===== config.mk =====
export PLATFORM = sky130hd
export DESIGN_NAME = traffic_timer
export DESIGN_NICKNAME = d
export VERILOG_FILES = /design/src/rtl/traffic_timer.sv
export SDC_FILE = /design/constraint.sdc
export NUM_CORES = 1
export LEC_CHECK = 0
export BUFFER_PORTS_ARGS = -buffer_cell sky130_fd_sc_hd__buf_2
export CORE_UTILIZATION = 40
export CTS_BUF_LIST = sky130_fd_sc_hd__clkbuf_16
export DETAILED_ROUTE_END_ITERATION = 6
export MAX_ROUTING_LAYER = met4
export SLEW_MARGIN = 20
export SYNTH_ARGS = -nofsm -noshare
export SYNTH_HDL_FRONTEND = slang
export SYNTH_SLANG_ARGS = --single-unit

===== constraint.sdc =====
create_clock -name clk -period 5 [get_ports clk]
set_clock_uncertainty 0.15 [all_clocks]
set_input_delay 1 -clock clk [delete_from_list [all_inputs] [get_ports clk]]
set_output_delay 1 -clock clk [all_outputs]
set_load 0.02 [all_outputs]

===== src/rtl/traffic_timer.sv =====
// ============================================================================
// Module   : traffic_timer
// Purpose  : Push-button start handshake plus prescaled sequence counter for a
//            downstream traffic controller. A synchronised button edge raises
//            'enable'. The block waits for 'enable_sig' and then counts
//            0..LAST, one step every TICK_DIV clocks, until the controller
//            drops 'enable_sig'.
// Options  : TRAFFIC_TIMER_PAUSE_EN - adds a 'pause' input. While pause is
//            high in RUN, the prescaler and counter hold.
// Revision : 1.0 - initial release
// ============================================================================
`default_nettype none

module traffic_timer #(
  parameter int TICK_DIV = 50000000,
  parameter int LAST     = 51
) (
  input  logic       clk,
  input  logic       rst_n,
  input  logic       start_btn,
  input  logic       enable_sig,
`ifdef TRAFFIC_TIMER_PAUSE_EN
  input  logic       pause,
`endif
  output logic       enable,
  output logic [5:0] counter,
  output logic       tick,
  output logic       cycle_done
);

  localparam int             PW        = $clog2(TICK_DIV);
  localparam logic [PW-1:0]  PRESC_MAX = PW'(TICK_DIV - 1);
  localparam logic [5:0]     LAST_V    = 6'(LAST);

  typedef enum logic [1:0] {
    IDLE  = 2'd0,
    START = 2'd1,
    RUN   = 2'd2
  } state_t;

  state_t          state_q;
  logic            enable_q;
  logic [5:0]      counter_q;
  logic            tick_q;
  logic            cycle_done_q;
  logic [PW-1:0]   presc_q;

  logic            sync1_q;
  logic            sync2_q;
  logic            sync3_q;
  logic [1:0]      vld_q;
  logic            armed_q;
  logic            start_evt;
  logic            run_hold;

`ifdef TRAFFIC_TIMER_PAUSE_EN
  assign run_hold = pause;
`else
  assign run_hold = 1'b0;
`endif

  // The button is synchronised through two flops, with a third flop for edge
  // detection. Edge detection stays disarmed until the synchronised level has
  // been seen low after reset, so a button already held at reset release
  // cannot start the sequence.
  always_ff @(posedge clk or negedge rst_n) begin
    if (!rst_n) begin
      sync1_q <= 1'b0;
      sync2_q <= 1'b0;
      sync3_q <= 1'b0;
      vld_q   <= 2'b00;
      armed_q <= 1'b0;
    end else begin
      sync1_q <= start_btn;
      sync2_q <= sync1_q;
      sync3_q <= sync2_q;
      vld_q   <= {vld_q[0], 1'b1};
      if (vld_q[1] && !sync2_q) begin
        armed_q <= 1'b1;
      end
    end
  end

  assign start_evt = armed_q & sync2_q & ~sync3_q;

  // Main sequencer: the handshake states, the prescaler/counter and all
  // registered outputs.
  always_ff @(posedge clk or negedge rst_n) begin
    if (!rst_n) begin
      state_q      <= IDLE;
      enable_q     <= 1'b0;
      counter_q    <= 6'd0;
      tick_q       <= 1'b0;
      cycle_done_q <= 1'b0;
      presc_q      <= '0;
    end else begin
      case (state_q)
        IDLE: begin
          counter_q    <= 6'd0;
          presc_q      <= '0;
          tick_q       <= 1'b0;
          cycle_done_q <= 1'b0;
          enable_q     <= 1'b0;
          if (start_evt) begin
            state_q  <= START;
            enable_q <= 1'b1;
          end
        end
        START: begin
          tick_q       <= 1'b0;
          cycle_done_q <= 1'b0;
          counter_q    <= 6'd0;
          presc_q      <= '0;
          if (enable_sig) begin
            state_q  <= RUN;
            enable_q <= 1'b0;
          end
        end
        RUN: begin
          enable_q <= 1'b0;
          if (!enable_sig) begin
            // Loss of acknowledge takes priority over any tick that is due.
            state_q      <= IDLE;
            counter_q    <= 6'd0;
            presc_q      <= '0;
            tick_q       <= 1'b0;
            cycle_done_q <= 1'b0;
          end else if (run_hold) begin
            tick_q       <= 1'b0;
            cycle_done_q <= 1'b0;
          end else if (presc_q == PRESC_MAX) begin
            presc_q <= '0;
            tick_q  <= 1'b1;
            if (counter_q >= LAST_V) begin
              counter_q    <= 6'd0;
              cycle_done_q <= 1'b1;
            end else begin
              counter_q    <= counter_q + 6'd1;
              cycle_done_q <= 1'b0;
            end
          end else begin
            presc_q      <= presc_q + PW'(1);
            tick_q       <= 1'b0;
            cycle_done_q <= 1'b0;
          end
        end
        default: begin
          state_q      <= IDLE;
          enable_q     <= 1'b0;
          counter_q    <= 6'd0;
          presc_q      <= '0;
          tick_q       <= 1'b0;
          cycle_done_q <= 1'b0;
        end
      endcase
    end
  end

  assign enable     = enable_q;
  assign counter    = counter_q;
  assign tick       = tick_q;
  assign cycle_done = cycle_done_q;

endmodule

`default_nettype wire

==> qor.yml <==
run_status:
  status: "complete, no violations"
global_route:
  antenna_found_initial: 0
  grt_pass1_vias: 1472
  grt-ovfl-total: 0
  grt_usage_pct: 17.6
  grt_pass1_wl_mm: 7.08
  grt_max_degree: 44
worst_setup_path:
  cp.buffers_inverters: 0
  worstPathMaxFanout: 24
  critPathTopFamily: "simple AND/OR/NAND/NOR gates"
  end_kind: "flip-flop"
  crit_type: "flip-flop to flip-flop"
  worstRegToRegCells: 5
  r2r_slack_ns: 2.57
  worstPathCellList: "ha_1, and3_1, and4_1, a21o_1, nor2_1"
  worstPathRequired_ns: 4.98
  r2r-end: "presc_q[3]"
  reg2reg_from: "presc_q[0]"
  cpMaxStageDelayCell: "a21o_1"
  crit_cells: 5
  critical_path.max_stage_delay_ns: 0.71
  cp-start-kind: "flip-flop"
  arrival_ns: 2.42
die:
  dieHeight_um: 74.4
  core-area_sq_um: 4880
  ios: 13
  die_w_um: 74.4
  initial_utilization_pct: 42.9
  num_rows: 25
  die_area_sq_um: 5530
yosys:
  synth.distinct_cells: 40
  synth_common_cells: "43 x dfrtp_1, 17 x a21oi_1, 15 x nor2_1"
  synthCells: 209
  ys_seq_area_share_pct: 51.4
  ys.flop_type: "dfrtp_1"
  yosys.area.top_type: "dfrtp_1"
  synth_edf_count: 0
  avgSynthCellArea_sq_um: 10.0
  ys_ff_latch: 43
  netlist_area_sq_um: 2090
  syn_nets: 215
  synth_top_area_share_pct: 51.4
  synth_area_leaders: "dfrtp_1 51%, a21oi_1 4.1%, o31ai_1 3.9%, or4_1 3.2%, nand3_1 3.1%"
  yosysMostFrequentCell: "dfrtp_1"
  async_flop_share_pct: 100
  yosys_warnings: 0
timing:
  clock.fmax_mhz: 411
  fin_setup_tns_ns: 0
  fin_ws_ns: 2.57
  worstMarginPinSlew_ns: 0.935
  hold_viol_final: 0
  setup_violations: 0
  fin_crit_ns: 2.43
  drv_slew: 0
  relSlewSlack_pct: 36.7
  period_share_pct: 48.7
  rsz0062_at_grt: "false"
pwr:
  power_density_nw_per_um2: 302
  power_w: 0.000706
  leakage_nw: 0.925
  vdd_drop_max_uv: 174
cts:
  post_cts_buffers: 0
  cts.path.max_buffers: 2
  cts_resized: 0
  htreeDepth: 2
  cts.sinks: 43
  clkLatencyLatePin_ns: 0.28
  cts_root_buffer: "clkbuf_16"
  cts_buffers: 5
  ctsHoldBuffers: 0
  cts_tree: "built"
  clkTransAtPathRegs_ns: 0.06
finish:
  nets: 226
  diodes: 0
  area_delta_synth_final_pct: 11.7
  finalInstanceArea_sq_um: 2340
  fillers: 482
  utilization_pct: 47.9
  drive_gt1_share_pct: 10.9
min_path:
  holdPathStages: 0
  hold_start: "sync1_q"
  hold_class: "flip-flop to flip-flop"
  hold_end: "sync2_q"
place:
  pre_cts_ws_ns: 2.43
  numPortBuffers: 12
  dp_hpwl_mm: 2.72
  place_congestion: 0.772
  dpl_cell_area_sq_um: 2200
detailed_routing:
  vias: 1591
  drt_wl_total_mm: 4.07
  route.detailed.drc: 0
  first_iter_violations: 58
  drt_pass1_iterations: 4
  detail-route-antenna-nets: 0
  wl_per_cell_um: 14.1
  viasPerCell: 5.52
flow_run:
  max_cap_violations: 0
==> cells in the final DEF, fill, tap and decap left out, types with 2 or more instances in the layout <==
cell / count
and3_1: 5
nand3b_1: 2
dfrtp_1: 43
and4_1: 5
nand2_1: 11
clkbuf_16: 5
nand4_1: 10
nand4b_1: 2
nor3_1: 5
nor2_1: 15
o31ai_1: 11
or4_1: 9
xor2_1: 7
inv_1: 7
ha_1: 2
or3_1: 4
nand3_1: 13
buf_2: 12
a21o_1: 2
xnor2_1: 6
nor2b_1: 5
o21ai_0: 6
a21oi_1: 17
==> state kept, by name, indices dropped and copies added, names as in the netlist, 2 cells and up <==
| name | count |
|---|---|
| presc_q | 26 |
| state_q | 2 |
| vld_q | 2 |
| counter | 6 |
==> report_power, final <==
group | internal (W) | switching [W]
Sequential | 0.000356 | 0.00000650
Clock | 0.000182 | 0.000130
Combinational | 0.00000858 | 0.0000229
==> worst max-delay path by stage <==
stage                           from           to  slack (ns)
after floorplan           presc_q[7]  presc_q[23]        2.96
after global placement    enable_sig  presc_q[13]        2.46
after detailed placement  enable_sig   presc_q[4]        2.43
after CTS                 presc_q[0]   presc_q[3]        2.56
after global routing      presc_q[0]  presc_q[15]        2.36
final                     presc_q[0]   presc_q[3]        2.57
==> metal layers <==
metal | wire, um | GRT usage (%)
met5 | 0 | -
met3 | 115 | 4.07
met4 | 29 | 6.29
met1 | 2100 | 24.1
met2 | 1830 | 25.4
==> final cells by class <==
class / count / area, sq um / share of cell area (%)
clock inverters: 3 / 16.3 / 0.695
clock buffers: 5 / 125 / 5.35
multi-input cells: 152 / 956 / 40.9
inverters: 6 / 22.5 / 0.963
flip-flops and latches: 43 / 1080 / 46.0
well taps: 67 / 83.8 / 3.58
repair buffers: 12 / 60.1 / 2.57
==> stage by stage <==
step | hold WS (ns) | instances
floorplan | 0.181 | 209
global placement | 0.184 | 280
detailed placement | 0.186 | 280
CTS | 0.200 | 288
global route | 0.219 | 288
finish | 0.197 | 288
==> worst reg2reg max path, stage by stage (launching register included) <==
cell	delay, ns
dfrtp_1	0.38
ha_1	0.24
and3_1	0.30
and4_1	0.39
a21o_1	0.71
nor2_1	0.12
==> cells by family (layout without fill, tap and decap cells) <==
family	count (synthesis)	after routing	share of synthesized area, %
AND/OR/NAND/NOR	94	94	26.3
adder cells (fa/ha/maj)	2	2	1.19
XOR/XNOR	13	13	5.44
AO/OA/AOI/OAI	42	42	12.5
other	1	1	0.179
buffers and inverters	14	26	2.99
flip-flops	43	43	51.4
(Power assumes the default switching activity.)
